File: src/rtl/clap_light_controller.sv
// Clap-driven light controller: toggles the LED bank on a matching clap count,
// with a post-toggle lockout window and an optional auto-off timer.
module clap_light_controller #(
  parameter int unsigned SUC_CLAPS_WIDTH = 16,
  parameter int unsigned TOGGLE_CLAPS    = 2,
  parameter int unsigned LOCKOUT_CYCLES  = 50000000,
  parameter int unsigned AUTO_OFF_CYCLES = 0,
  parameter int unsigned LED_WIDTH       = 8
) (
  input  logic                       clock,
  input  logic                       reset,
  input  logic [SUC_CLAPS_WIDTH-1:0] suc_claps_data,
  input  logic                       suc_claps_valid,
  output logic                       suc_claps_ready,
  output logic [LED_WIDTH-1:0]       led,
  output logic                       light_on,
  output logic                       toggle_pulse,
  output logic [SUC_CLAPS_WIDTH-1:0] last_claps,
  output logic                       lockout_active
);

  localparam int unsigned LockW = (LOCKOUT_CYCLES > 1) ? $clog2(LOCKOUT_CYCLES) : 1;
  localparam int unsigned OffW  = (AUTO_OFF_CYCLES > 1) ? $clog2(AUTO_OFF_CYCLES) : 1;

  localparam logic [LockW-1:0] LockReload =
      LockW'((LOCKOUT_CYCLES > 0) ? LOCKOUT_CYCLES - 1 : 0);
  localparam logic [OffW-1:0] OffLast =
      OffW'((AUTO_OFF_CYCLES > 0) ? AUTO_OFF_CYCLES - 1 : 0);
  localparam logic [SUC_CLAPS_WIDTH-1:0] ToggleVal = SUC_CLAPS_WIDTH'(TOGGLE_CLAPS);

  typedef enum logic [0:0] {StReady, StLockout} state_e;

  state_e                     state_q, state_d;
  logic [LockW-1:0]           lock_cnt_q, lock_cnt_d;
  logic [OffW-1:0]            off_cnt_q, off_cnt_d;
  logic                       light_q, light_d;
  logic                       pulse_q, pulse_d;
  logic                       ready_q;
  logic [SUC_CLAPS_WIDTH-1:0] last_q, last_d;

  logic accept;
  logic toggle_req;
  logic auto_fire;

  always_comb begin
    state_d    = state_q;
    lock_cnt_d = lock_cnt_q;
    off_cnt_d  = '0;
    light_d    = light_q;
    pulse_d    = 1'b0;
    last_d     = last_q;

    accept     = suc_claps_valid && ready_q;
    toggle_req = accept && (suc_claps_data == ToggleVal) && (state_q == StReady);
    auto_fire  = (AUTO_OFF_CYCLES > 0) && light_q && (off_cnt_q == OffLast);

    if (accept) begin
      last_d = suc_claps_data;
    end

    unique case (state_q)
      StReady: begin
        if (toggle_req && (LOCKOUT_CYCLES > 0)) begin
          state_d    = StLockout;
          lock_cnt_d = LockReload;
        end
      end
      StLockout: begin
        if (lock_cnt_q == '0) begin
          state_d = StReady;
        end else begin
          lock_cnt_d = lock_cnt_q - LockW'(1);
        end
      end
      default: state_d = StReady;
    endcase

    // Auto-off wins over a coincident toggle so the edge never double-toggles.
    if (auto_fire) begin
      light_d = 1'b0;
    end else if (toggle_req) begin
      light_d = !light_q;
    end

    pulse_d = (light_d != light_q);

    if ((AUTO_OFF_CYCLES > 0) && light_q && !pulse_d) begin
      off_cnt_d = off_cnt_q + OffW'(1);
    end
  end

  always_ff @(posedge clock) begin
    if (reset) begin
      state_q    <= StReady;
      lock_cnt_q <= '0;
      off_cnt_q  <= '0;
      light_q    <= 1'b0;
      pulse_q    <= 1'b0;
      ready_q    <= 1'b0;
      last_q     <= '0;
    end else begin
      state_q    <= state_d;
      lock_cnt_q <= lock_cnt_d;
      off_cnt_q  <= off_cnt_d;
      light_q    <= light_d;
      pulse_q    <= pulse_d;
      ready_q    <= 1'b1;
      last_q     <= last_d;
    end
  end

  assign suc_claps_ready = ready_q;
  assign led             = {LED_WIDTH{light_q}};
  assign light_on        = light_q;
  assign toggle_pulse    = pulse_q;
  assign last_claps      = last_q;
  assign lockout_active  = (state_q == StLockout);

endmodule

File: config.mk
export PLATFORM = sky130hd
export DESIGN_NAME = clap_light_controller
export DESIGN_NICKNAME = d
export VERILOG_FILES = /design/src/rtl/clap_light_controller.sv
export SDC_FILE = /design/constraint.sdc
export NUM_CORES = 1
export LEC_CHECK = 0
export CAP_MARGIN = 20
export CORE_ASPECT_RATIO = 0.75
export CORE_MARGIN = 3
export CORE_UTILIZATION = 54
export DETAILED_ROUTE_END_ITERATION = 10
export PLACE_DENSITY = 0.85
export SLEW_MARGIN = 20
export SYNTH_ARGS = -nofsm -noshare
export SYNTH_HDL_FRONTEND = slang
export SYNTH_SLANG_ARGS = --single-unit
File: constraint.sdc
create_clock -name clock -period 4.1 [get_ports clock]
set_input_delay 0.82 -clock clock [delete_from_list [all_inputs] [get_ports clock]]
set_output_delay 0.82 -clock clock [all_outputs]
set_load 0.01 [all_outputs]
==> flow_summary.json <==
{
  "status": "finished, final reports clean",
  "worst-setup-path-type": "in2reg",
  "clock_skew_ps": 10.6,
  "final_cell_mix": "clkdlybuf4s50_1, dfxtp_1, nand2_1",
  "cts_buffer_depth": 2,
  "die_w_um": 78.3,
  "vdd_drop_max_v": 0.000255,
  "timing.setup.tns_ps": 0,
  "grt_pass1_vias": 1627,
  "drt_iter0_drc": 101,
  "rrSetupSlack_ps": 1980,
  "hold_class": "reg2reg",
  "grt_pass1_wl_um": 7430,
  "top_layer": "met4",
  "fill_cells": 292,
  "synth_top_area_share_pct": 43.5,
  "die_y_um": 60.2,
  "synthesis.area_um2": 2120,
  "yosys_warnings": 0,
  "htreeDepth": 2,
  "r2r_cells": 7,
  "die_area_um2": 4720,
  "row_count": 19,
  "totalWireLength_um": 4530,
  "comb_power_share_pct": 7.8,
  "grt-ovfl-total": 0,
  "syn_inst": 241,
  "dr_wl_met3_um": 212,
  "synth-edff-count": 0,
  "cp-start-kind": "input pin",
  "final_layout_size_suffix_gt1_share_pct": 8.30,
  "start_util_pct": 57.1,
  "synth_nets": 261,
  "grtUsageTotal_pct": 20.2,
  "ctsHoldBuffers": 0,
  "ys.flop_type": "dfxtp_1",
  "dp_hpwl_um": 3180,
  "power_density_nw_per_um2": 306,
  "place_congestion": 0.803,
  "period_minus_slack_ps": 2570,
  "p_sw_share_pct": 22.8,
  "num_antenna_cells": 0,
  "intPower_w": 0.000624,
  "crit_required_ps": 4280,
  "switching_power_w": 0.000184,
  "share_seq_of_total_power_pct": 56.7,
  "seq_area_frac_synth_pct": 43.5,
  "yosysTopAreaCell": "dfxtp_1",
  "tightest_slew_ps": 826,
  "dr.pass1.iters": 4,
  "max_freq_mhz": 389,
  "synth_cell_types": 46,
  "post_cts_resized": 0,
  "vias_per_cell": 5.53,
  "clk_latency_ps": 300,
  "cts_buffers": 5,
  "cts_setup_buffers": 0,
  "synth-seq-cells": 46,
  "portBuffers": 46,
  "clockRootBuffer": "clkbuf_8",
  "avgSynthCellArea_um2": 8.78,
  "cap_violations": 0,
  "min_path_cells": 2,
  "pwr-share-clk_pct": 35.5,
  "nets": 296,
  "cts_tree": "yes",
  "setup_viol": 0,
  "met2_length_um": 1950,
  "antenna_left": 0,
  "rsz0062_at_grt": "false",
  "area_delta_synth_final_pct": 24.6,
  "io_pins": 47,
  "slew_headroom_pct": 44.7,
  "m1WireLength_um": 2320,
  "cp_max_fo": 19,
  "p_leak_nw": 0.894,
  "synth_area_leaders": "dfxtp_1, a21oi_1, nand2_1",
  "vias": 1819,
  "drv_slew": 0,
  "clkSinkCount": 46,
  "clk_pin_slew_ps": 90,
  "hold_violations": 0,
  "async_reset_ff_share_pct": 0,
  "fin_crit_sh_pct": 62.7,
  "end_kind": "flip-flop",
  "grt_max_degree": 24,
  "power_w": 0.000808,
  "critPathArrivalTime_ps": 2750,
  "coreArea_um2": 3710,
  "wl_per_cell_um": 13.8,
  "grt_antenna_before_repair": 0,
  "drc_errors": 0
}
==> path summary, 6_finish.rpt <==
check                                      end       startpoint
worst max-delay path             lock_cnt_q[9]  suc_claps_valid
worst min register to register  last_claps[10]   last_claps[10]
worst max register to register  lock_cnt_q[14]    lock_cnt_q[0]
worst min-delay path            last_claps[10]   last_claps[10]
==> cell usage after synthesis (2+ instances only) <==
library cell	count
dfxtp_1	46
nand2_1	35
a21oi_1	28
nor2_1	14
buf_4	9
or3_1	8
a31oi_1	7
clkbuf_1	7
nor3_1	7
nand3_1	6
o31ai_1	6
xnor2_1	6
nor4_1	5
o21ai_0	5
or4_1	5
a211oi_1	4
inv_1	3
or4_4	3
xor2_1	3
and2_1	2
and4_1	2
buf_1	2
nand4_2	2
nor4b_1	2
o21a_1	2
or2_2	2
==> through the flow <==
| step | hold WS, ps | instances | util [%] | setup slack (ps) | instance area, um^2 |
|---|---|---|---|---|---|
| after floorplan | 444 | 241 | - | 1990 | 2120 |
| after global placement | 442 | 321 | 68.6 | 1280 | 2540 |
| after detailed placement | 450 | 321 | 68.6 | 1230 | 2540 |
| after CTS | 462 | 329 | 71.2 | 1540 | 2640 |
| after global routing | 482 | 329 | 71.2 | 1340 | 2640 |
| final | 461 | 329 | 71.2 | 1530 | 2640 |
==> registers in the layout, summed over array words and instances, names as in the netlist <==
signal and flops:
lockout_active 1, light_on 1, lock_cnt_q 26, toggle_pulse 1
suc_claps_ready 1, last_claps 16
==> cells by family after synthesis <==
group,count (synthesis),share of synthesized area (%)
buffers and inverters,22,5.56
adders and majority gates,1,0.591
xor gates and xnor gates,9,3.72
and+or+nand+nor,102,28.1
DFF,46,43.5
AOI/OAI and AO/OA,61,18.5
==> area by class of cell <==
class | count | area [um^2] | share of cell area (%)
multi-input combinational | 173 | 1080 | 40.9
timing repair buffer | 47 | 468 | 17.7
tap | 52 | 65.1 | 2.47
clock inverter | 2 | 12.5 | 0.474
clock buffer | 6 | 82.6 | 3.13
inverter | 3 | 11.3 | 0.427
sequential | 46 | 921 | 34.9
==> worst max-delay path, cell delays in order <==
cell and delay [ps]:
clkdlybuf4s50_1 460, and2_1 500, nand3_1 160, or2_2 470, nand2_1 260, a21oi_1 70
==> routing by layer <==
metal / global-route usage, % / up-vias
met2: 29.8 / 47
met5: 0 / -
met1: 28.3 / 823
li1: - / 945
met3: 5.27 / 4
met4: 7.73 / 0
==> power by group through the flow <==
stage | Combinational [W] | Clock [W] | Sequential [W]
detailed placement | 0.0000624 | 0 | 0.000468
global placement | 0.0000616 | 0 | 0.000468
floorplan | 0.0000195 | 0 | 0.000472
finish | 0.0000627 | 0.000287 | 0.000458
CTS | 0.0000627 | 0.000294 | 0.000458
global route | 0.0000681 | 0.000313 | 0.000459
Note: power is estimated with default switching activity, not from simulation.
